File: config.mk
export PLATFORM = sky130hd
export DESIGN_NAME = mem_arbiter
export DESIGN_NICKNAME = d
export VERILOG_FILES = /design/src/rtl/mem_arb_pkg.sv /design/src/rtl/rr_arbiter.sv /design/src/rtl/mem_arbiter.sv
export SDC_FILE = /design/constraint.sdc
export NUM_CORES = 1
export LEC_CHECK = 0
export CAP_MARGIN = 5
export CORE_ASPECT_RATIO = 0.7
export CORE_MARGIN = 2
export CORE_UTILIZATION = 33
export DETAILED_ROUTE_END_ITERATION = 10
export PLACE_DENSITY = 0.93
export SLEW_MARGIN = 30
export SYNTH_ARGS = -nofsm -noshare
export SYNTH_HDL_FRONTEND = slang
export SYNTH_SLANG_ARGS = --single-unit
File: constraint.sdc
create_clock -name clk -period 3.85 [get_ports clk]
set_input_delay 0.77 -clock clk [delete_from_list [all_inputs] [get_ports clk]]
set_output_delay 0.77 -clock clk [all_outputs]
set_load 0.1 [all_outputs]
File: src/rtl/mem_arb_pkg.sv
// Shared types and limits for the memory arbiter and its round-robin picker.
package mem_arb_pkg;
  localparam int MAX_REQ = 8;

  typedef enum logic [1:0] {
    ARB  = 2'd0,
    DUMP = 2'd1,
    DONE = 2'd2
  } arb_state_e;
endpackage

File: src/rtl/rr_arbiter.sv
// Combinational round-robin picker: first requester at or after ptr, wrapping
// modulo N, wins. Returns a one-hot grant, its index and an any-grant flag.
module rr_arbiter #(
  parameter int N  = 3,
  parameter int IW = (N > 1) ? $clog2(N) : 1
) (
  input  logic [N-1:0]  req,
  input  logic [IW-1:0] ptr,
  output logic [N-1:0]  gnt,
  output logic [IW-1:0] gnt_idx,
  output logic          gnt_vld
);
  int j;

  always_comb begin
    gnt     = '0;
    gnt_idx = '0;
    gnt_vld = 1'b0;
    j       = 0;
    for (int i = 0; i < N; i++) begin
      j = int'(ptr) + i;
      if (j >= N) j = j - N;
      if (!gnt_vld && req[j]) begin
        gnt_vld = 1'b1;
        gnt[j]  = 1'b1;
        gnt_idx = IW'(j);
      end
    end
  end
endmodule

File: src/rtl/mem_arbiter.sv
// Round-robin arbiter for the byte-wide accelerator memory plus dump sequencing.
// Optional burst locking is compiled in with `define MEM_ARB_LOCK_EN.
module mem_arbiter
  import mem_arb_pkg::*;
#(
  parameter int NUM_REQ    = 3,
  parameter int ADDR_WIDTH = 24,
  parameter int DATA_WIDTH = 8
) (
  input  logic                           clk,
  input  logic                           rst,
  input  logic [NUM_REQ-1:0]             req_valid,
  output logic [NUM_REQ-1:0]             req_ready,
  input  logic [NUM_REQ-1:0]             req_we,
  input  logic [NUM_REQ*ADDR_WIDTH-1:0]  req_addr,
  input  logic [NUM_REQ*DATA_WIDTH-1:0]  req_wdata,
  input  logic [NUM_REQ-1:0]             req_lock,
  output logic [NUM_REQ-1:0]             rsp_valid,
  output logic [DATA_WIDTH-1:0]          rsp_rdata,
  input  logic                           dump_req,
  output logic                           dump_done,
  output logic                           mem_we,
  output logic [ADDR_WIDTH-1:0]          mem_addr,
  output logic [DATA_WIDTH-1:0]          mem_din,
  input  logic [DATA_WIDTH-1:0]          mem_dout,
  output logic                           mem_dump
);
  localparam int IW = $clog2(NUM_REQ);

  arb_state_e           state_q, state_d;
  logic [IW-1:0]        rr_ptr_q, rr_ptr_d;
  logic [NUM_REQ-1:0]   rsp_valid_q, rsp_valid_d;

  logic [NUM_REQ-1:0]   arb_gnt;
  logic [IW-1:0]        arb_idx;
  logic                 arb_vld;
  logic                 grant_en;
  logic                 gnt_any;
  logic                 hold;

  rr_arbiter #(.N(NUM_REQ), .IW(IW)) u_rr (
    .req     (req_valid),
    .ptr     (rr_ptr_q),
    .gnt     (arb_gnt),
    .gnt_idx (arb_idx),
    .gnt_vld (arb_vld)
  );

  // A locked requester keeps the pointer on itself so it wins again next cycle.
`ifdef MEM_ARB_LOCK_EN
  assign hold = req_valid[arb_idx] & req_lock[arb_idx];
`else
  logic unused_lock;
  assign unused_lock = ^req_lock;
  assign hold        = 1'b0;
`endif

  always_ff @(posedge clk or posedge rst) begin
    if (rst) begin
      state_q     <= ARB;
      rr_ptr_q    <= '0;
      rsp_valid_q <= '0;
    end else begin
      state_q     <= state_d;
      rr_ptr_q    <= rr_ptr_d;
      rsp_valid_q <= rsp_valid_d;
    end
  end

  always_comb begin
    state_d = state_q;
    case (state_q)
      ARB:     if (dump_req) state_d = DUMP;
      DUMP:    state_d = DONE;
      DONE:    state_d = ARB;
      default: state_d = ARB;
    endcase
  end

  // Grants are gated by reset so nothing reaches memory while rst is high.
  always_comb begin
    grant_en  = !rst && (state_q == ARB) && !dump_req;
    req_ready = grant_en ? arb_gnt : '0;
    gnt_any   = grant_en && arb_vld;
    mem_we    = gnt_any && req_we[arb_idx];
    mem_addr  = gnt_any ? req_addr[arb_idx*ADDR_WIDTH +: ADDR_WIDTH] : '0;
    mem_din   = gnt_any ? req_wdata[arb_idx*DATA_WIDTH +: DATA_WIDTH] : '0;
    mem_dump  = !rst && (state_q == DUMP);
    dump_done = !rst && (state_q == DONE);
    rsp_valid = rsp_valid_q;
    rsp_rdata = mem_dout;
  end

  always_comb begin
    rr_ptr_d    = rr_ptr_q;
    rsp_valid_d = req_ready;
    if (gnt_any) begin
      if (hold)                              rr_ptr_d = arb_idx;
      else if (arb_idx == IW'(NUM_REQ - 1))  rr_ptr_d = '0;
      else                                   rr_ptr_d = arb_idx + IW'(1);
    end
  end
endmodule

==> results of run 1 <==
==> critical path, delay by kind of cell <==
kind	cells	cell delay, ps
buffers and inverters	4	1240
AOI/OAI and AO/OA	3	690
and+or+nand+nor	2	310
==> power breakdown <==
group / internal, mW / total, mW / switching, mW
Combinational: 0.905 / 2.66 / 1.75
Sequential: 0.0914 / 0.105 / 0.0139
Clock: 0.0704 / 0.106 / 0.0356
Total: 1.07 / 2.87 / 1.80
==> sequential cells by signal, summed over array words and instances (netlist names) <==
name,count
rsp_valid,3
rr_ptr_q,2
state_q,2
==> synth_stat cells (4+ instances only) <==
library cell / number
o31ai_1: 33
a31oi_1: 34
clkbuf_1: 12
buf_2: 12
ha_1: 4
buf_4: 13
o21ai_0: 37
nor2_1: 5
dfrtp_1: 7
inv_1: 6
nand3_1: 36
mux2i_1: 4
==> path summary, 6_finish.rpt <==
check | from | slack, ps | depth (start not counted) | end
min in group asynchronous | rst | 880 | 2 | state_q[1]$_DFFE_PP0P_
max in group asynchronous | rst | 2720 | 2 | rsp_valid[1]$_DFF_PP0_
max | req_valid[2] | 70 | 9 | mem_din[3]
min reg2reg | state_q[1]$_DFFE_PP0P_ | 480 | 1 | state_q[0]$_DFFE_PP0P_
min | state_q[1]$_DFFE_PP0P_ | 480 | 1 | state_q[0]$_DFFE_PP0P_
max reg2reg | rr_ptr_q[1]$_DFFE_PP0P_ | 1260 | 8 | rr_ptr_q[0]$_DFFE_PP0P_
==> cells by family (layout without fill, tap and decap cells) <==
kind of cell             count (synthesis)  count (layout)
AO/OA/AOI/OAI                          123             123
AND/OR/NAND/NOR                         63              63
buffers and inverters                   44             173
flip-flops                               7               7
multiplexers                             5               5
adder cells (fa/ha/maj)                  4               4
==> placed cells by master (no fill, tap or decap), types with 2 or more instances in the layout <==
master and n:
nand2_1 3, buf_4 15, nand2b_1 2, clkbuf_8 3, nand3b_1 2, clkdlybuf4s50_1 105, buf_12 38, dlymetal6s2s_1 2
mux2i_1 3, inv_1 6, o31ai_1 33, nor2_1 5, nor3b_1 2, buf_6 2, a21oi_1 2, a31oi_2 32
a31oi_4 2, o21ai_0 37, nor2b_1 3, and3b_1 2, nand3_1 36, dfrtp_1 7, ha_1 3
==> per-layer routing <==
metal	GRT usage	share of wire	up-vias
met4	0.0317	0.0043	0
met3	0.0786	0.094	6
met2	0.519	0.53	148
li1	-	-	1216
met1	0.352	0.37	1264
met5	0	0	-
==> per-stage QoR <==
step | cells | hold slack, ps | instance area [um^2]
floorplan | 246 | 438 | 1880
global placement | 439 | 448 | 3720
detailed placement | 439 | 470 | 3720
CTS | 443 | 475 | 3770
global route | 444 | 513 | 3840
finish | 444 | 483 | 3840
==> what timing repair did <==
item,in CTS,in global routing
gates resized for setup,2,12
pin swaps,0,1
setup buffers,0,1
setup endpoints to repair,6,33
gates cloned,0,0
endpoints found under the hold margin,0,0
==> area by class of cell <==
type,count,area (um^2),area share
sequential,7,175,0.0456
tap,69,86.3,0.0225
inverter,6,22.5,0.00587
clock buffer,3,41.3,0.0108
clock inverter,1,5.00,0.00130
multi-input combinational,195,1520,0.397
timing repair buffer,163,1990,0.517
==> out/metrics.cfg, run 1 <==
[synthesis]
synth.distinct_cells = 45
yosysSeqAreaShare = 0.104
synth_compound_area_frac = 0.493
synth_top_family_by_area = compound AO/OA/AOI/OAI gates
syn-cell-area_um2 = 1680
synth_fa_ha_area_frac = 0.0298
avgSynthCellArea_um2 = 6.82
synth-xor-area-share = 0
yosys.area_share.simple = 0.206
syn_inst = 246
ys_warn_count = 0
synth_nets = 366
synth-async-reset-ratio = 1.00
synth-seq-cells = 7
synth_top_flop_cell = dfrtp_1
synth_top_area_frac = 0.148
synth_edf_count = 0
synth_mux_area_frac = 0.0306
synth.largest_area_cell = o31ai_1
ys_top_cells_by_area = o31ai_1 (15%), a31oi_1 (13%), o21ai_0 (11%)

[sta]
fin_tns_setup_ps = 0
clock_skew_ps = 7.67
max_slew_margin = 0.359
worst_pin_slew_ps = 959
post-route-period-util = 0.981
period_minus_slack_ps = 3780
maxSlewViolCount = 0
fmax_mhz = 265
setup_viol = 0
finalWorstSetupSlack_ps = 72.2
finalHoldViolCount = 0

[global_routing]
gr-total-overflow = 0
grt_max_degree = 37
grt_pass1_vias = 2624
antenna_found_initial = 0
grt_use_total = 0.290
grt_pass1_wl_um = 13200

[placed_design]
routabilityCongestion = 0.893
place_worst_setup_slack_ps = -14.0
hpwl_um = 6100
port-buffer-count = 145

[layout]
syn_to_final_growth_pct = 129
postLayoutCoreUtil = 0.794
antenna_cells = 0
fillers = 316
post_route_cells_drive_above_1_share = 0.288
nets = 496

[routing]
dr_total_vias = 2634
firstDrtPassIters = 5
drc = 0
final_antenna_net_count = 0
drtIter0Drc = 184
routed_via_density = 5.93
totalWireLength_um = 8440
wl_per_cell_um = 19.0

[critical_path]
crit_path_max_incr_delay_ps = 600
crit_fanout = 15
crit_path_end_kind = output port
critical_path_required_ps = 3080
arrival_ps = 3010
crit_type = in -> out
worstPathCellList = clkdlybuf4s50_1 -> nand2_1 -> o22ai_4 -> buf_4 -> o21a_1 -> buf_4 -> nand3_1 -> a31oi_2 -> buf_12
worstSetupStartpointType = primary input
crit_top_cell = buf_4
slowest_stage = clkdlybuf4s50_1

[cts]
clockBufferDepth = 2
clock-sinks = 7
cts_buffers = 3
h-tree-depth = 1
path_clk_slew_ps = 50
cts-root-buf = clkbuf_8
clk_latency_ps = 230
cts_tree = built
ctsHoldBuffers = 0

[floorplanning]
core-area_um2 = 4830
fp.dieArea_um2 = 5680
die_x_um = 89.2
io_pins = 165
initial_core_util = 0.347
die-height_um = 63.7
rows = 21

[pwr]
peakVddDrop_v = 0.000440
p_per_area_nw_per_um2 = 747
finalPower_mw = 2.87
p_leak_nw = 1.37

[worst_hold_path]
min_path_type = reg -> reg

[run_status]
outcome = finished, final reports clean

[job]
maxCapViolations = 0

Power figures use the tool's default switching activity.
==> inputs of run 2 (changes only) <==
--- a/config.mk
+++ b/config.mk
@@ -5,11 +5,11 @@
 export SDC_FILE = /design/constraint.sdc
 export NUM_CORES = 1
 export LEC_CHECK = 0
-export CAP_MARGIN = 5
 export CORE_ASPECT_RATIO = 0.7
 export CORE_MARGIN = 2
 export CORE_UTILIZATION = 33
 export DETAILED_ROUTE_END_ITERATION = 10
+export HOLD_SLACK_MARGIN = 0.05
 export PLACE_DENSITY = 0.93
 export SLEW_MARGIN = 30
 export SYNTH_ARGS = -nofsm -noshare
==> results of run 2 <==
No change in the layout: final DEF, timing and power equal those of run 1.
==> inputs of run 3 (changes only) <==
--- a/config.mk
+++ b/config.mk
@@ -5,12 +5,14 @@
 export SDC_FILE = /design/constraint.sdc
 export NUM_CORES = 1
 export LEC_CHECK = 0
+export ABC_AREA = 1
 export CORE_ASPECT_RATIO = 0.7
 export CORE_MARGIN = 2
-export CORE_UTILIZATION = 33
+export CORE_UTILIZATION = 34
+export CTS_BUF_LIST = sky130_fd_sc_hd__clkbuf_4
 export DETAILED_ROUTE_END_ITERATION = 10
 export HOLD_SLACK_MARGIN = 0.05
-export PLACE_DENSITY = 0.93
+export PLACE_DENSITY = 0.94
 export SLEW_MARGIN = 30
 export SYNTH_ARGS = -nofsm -noshare
 export SYNTH_HDL_FRONTEND = slang
==> out/metrics.cfg, run 3 <==
[run_status]
outcome = finished, final reports clean

[layout]
nets = 598  ; +21%
final_cell_mix = clkdlybuf4s50_1 (107), nand2_1 (82), inv_1 (81), nand3_1 (78), buf_12 (38)
syn_to_final_growth_pct = 114
largest_register_ffs = 3  ; unchanged
layout_commonest_cell = clkdlybuf4s50_1
antenna_cells = 0  ; unchanged
fin_area_um2 = 3740  ; -2.5%
post_route_cells_drive_above_1_share = 0.197  ; -0.0909

[cts]
cts_buffers = 3  ; unchanged
cts_setup_buffers = 0  ; unchanged
cts_tree = built
clk_latency_ps = 240  ; about the same
clock-sinks = 7  ; unchanged
ctsHoldBuffers = 0  ; unchanged
h-tree-depth = 1  ; unchanged
clockBufferDepth = 2  ; unchanged
path_clk_slew_ps = 50  ; about the same
cts-root-buf = clkbuf_4
cts_resized = 0  ; -2

[synthesis]
syn-cell-area_um2 = 1750  ; +4.4%
synth_mux_area_frac = 0  ; -0.0306
synth_compound_area_frac = 0.135  ; -0.358
avgSynthCellArea_um2 = 5.09  ; -25%
synth-seq-cells = 7  ; unchanged
synth.distinct_cells = 23  ; -49%
synth-xor-area-share = 0  ; unchanged
ys_warn_count = 0  ; unchanged
synth_common_cells = nand2_1 (82), inv_1 (81), nand3_1 (78), a21oi_1 (36), buf_4 (11)
synth_top_area_frac = 0.223  ; +0.0752
synth.largest_area_cell = nand3_1
yosysSeqAreaShare = 0.100  ; -0.00440
synth_top_family_by_area = simple AND/OR/NAND/NOR gates
synth_nets = 464  ; +27%
yosys.area_share.simple = 0.470  ; +0.264
syn_inst = 344  ; +40%
synth_edf_count = 0  ; unchanged
synth-async-reset-ratio = 1.00  ; unchanged
synth_fa_ha_area_frac = 0.0286  ; -0.00126
synth_top_flop_cell = dfrtp_1
ys_top_cells_by_area = nand3_1 (22%), nand2_1 (18%), inv_1 (17%)
yosysMostFrequentCell = nand2_1

[pwr]
p_sw_mw = 2.16  ; +20%
internal_power_mw = 1.17  ; +9.9%
peakVddDrop_v = 0.000595  ; +35%
power_switching_share = 0.648  ; +0.0202
pwr-share-clk = 0.022  ; -0.015
sequentialPowerShare = 0.032  ; -0.005
p_leak_nw = 1.80  ; +32%
p_per_area_nw_per_um2 = 890  ; +19%
combPwrFrac = 0.947  ; +0.021

[global_routing]
grt_use_total = 0.249  ; -0.0403
grt_pass1_vias = 2611  ; -0.50%
grt_pass1_wl_um = 11800  ; -11%
gr-total-overflow = 0  ; unchanged
grt_max_degree = 35  ; -5.4%
antenna_found_initial = 0  ; unchanged

[floorplanning]
io_pins = 165  ; unchanged
die-height_um = 64.1  ; +0.63%
rows = 21  ; unchanged
fp.dieArea_um2 = 5750  ; +1.3%
core-area_um2 = 4860  ; +0.54%
initial_core_util = 0.360  ; +0.0133
die_x_um = 89.8  ; +0.63%

[routing]
drtIter0Drc = 138  ; -25%
drc = 0  ; unchanged
met1_length_um = 2970  ; -5.3%
final_antenna_net_count = 0  ; unchanged
top_layer = met4
wl_met3_um = 608  ; -23%
wl_per_cell_um = 13.8  ; -28%
routed_via_density = 4.87  ; -18%
firstDrtPassIters = 4  ; -1
totalWireLength_um = 7510  ; -11%
dr_wl_met2_um = 3850  ; -14%
dr_total_vias = 2660  ; +0.99%

[sta]
max_slew_margin = 0.341  ; -0.0173
grt_setup_unrepaired = false
worst_pin_slew_ps = 985  ; +25.9 ps
period_minus_slack_ps = 3670  ; -111 ps
setup_viol = 0  ; unchanged
post-route-period-util = 0.952  ; -0.0288
fin_tns_setup_ps = 0  ; unchanged
hold_ws_ps = 511  ; +27.6 ps
clock_skew_ps = 5.10  ; -2.58 ps
finalHoldViolCount = 0  ; unchanged
maxSlewViolCount = 0  ; unchanged
fmax_mhz = 273  ; +3.0%

[critical_path]
worstPathCellList = clkdlybuf4s50_1 -> inv_1 -> o21ai_2 -> nand2_4 -> nand2_1 -> nand2_1 -> nand2_4 -> nand2_4 -> nand2_1 -> nand3_1 -> a21oi_1 -> buf_12
crit_type = in -> out
crit_path_end_kind = output port
slowest_stage = clkdlybuf4s50_1
critPathBufInv = 3  ; -1
crit_fanout = 34  ; +19
worstSetupStartpointType = primary input
crit_path_max_incr_delay_ps = 520  ; -80 ps
critical_path_required_ps = 3080  ; about the same
path_delay_family = simple AND/OR/NAND/NOR gates
ff2ff_setup_slack_ps = 1300  ; +40 ps
arrival_ps = 2900  ; -110 ps

[placed_design]
routabilityCongestion = 0.947  ; +6.1%
dpl-instance-area_um2 = 3710  ; -0.20%
port-buffer-count = 145  ; unchanged
hpwl_um = 6150  ; +0.79%

[worst_hold_path]
min_path_type = reg -> reg

[job]
maxCapViolations = 0  ; unchanged

==> run 3: changes by cell type after synthesis, sizes merged, moves of 4 or more <==
cell / before / now
nand2: 3 / 87
inv: 6 / 84
nand3: 36 / 79
a21oi: 2 / 36
o31ai: 34 / 0
a31oi: 35 / 2
o21ai: 38 / 6
clkbuf: 12 / 3
mux2i: 4 / 0
==> run 3: worst paths after layout <==
path | start | endpoint | cells after the start
setup / recovery | req_valid[2] | mem_din[7] | 12
hold / removal | state_q[1]$_DFFE_PP0P_ | state_q[1]$_DFFE_PP0P_ | 1
setup reg to reg | rr_ptr_q[0]$_DFFE_PP0P_ | rr_ptr_q[1]$_DFFE_PP0P_ | 12
hold reg to reg | state_q[1]$_DFFE_PP0P_ | state_q[1]$_DFFE_PP0P_ | 1
max in group asynchronous | rst | state_q[1]$_DFFE_PP0P_ | 2
min in group asynchronous | rst | rsp_valid[0]$_DFF_PP0_ | 2
==> run 3: metrics by stage <==
stage                     total power, mW  utilization  setup WS [ps]  std cells
final                                3.33        0.770            183        546
after detailed placement             3.24        0.764            199        542
after global placement               3.17        0.764            265        542
after CTS                            3.33        0.770            197        546
after floorplan                      2.34            -           18.4        344
after global routing                 3.56        0.770           44.4        546
==> run 3: power groups by stage <==
stage	logic (mW)	registers, mW	clock network, mW
floorplan	2.20	0.138	0
global placement	3.06	0.104	0
detailed placement	3.14	0.107	0
CTS	3.15	0.105	0.0740
global route	3.37	0.109	0.0813
finish	3.15	0.106	0.0722
==> run 3: cell families after synthesis <==
| kind of cell | after synthesis |
|---|---|
| AND/OR/NAND/NOR | 178 |
| flip-flops | 7 |
| adder cells (fa/ha/maj) | 4 |
| AO/OA/AOI/OAI | 45 |
| buffers and inverters | 110 |
==> run 3: metal layers <==
metal,track usage,vias to the layer above
met5,0,-
met4,0.0788,0
met3,0.0519,8
met2,0.473,133
met1,0.283,1194
li1,-,1325
==> run 3: area by class of cell <==
| type | count | area, um^2 |
|---|---|---|
| timing repair buffer | 155 | 1910 |
| multi-input combinational | 227 | 1230 |
| fill | 346 | 1120 |
| inverter | 84 | 315 |
| sequential | 7 | 175 |
| tap | 69 | 86.3 |
| clock buffer | 4 | 30.0 |
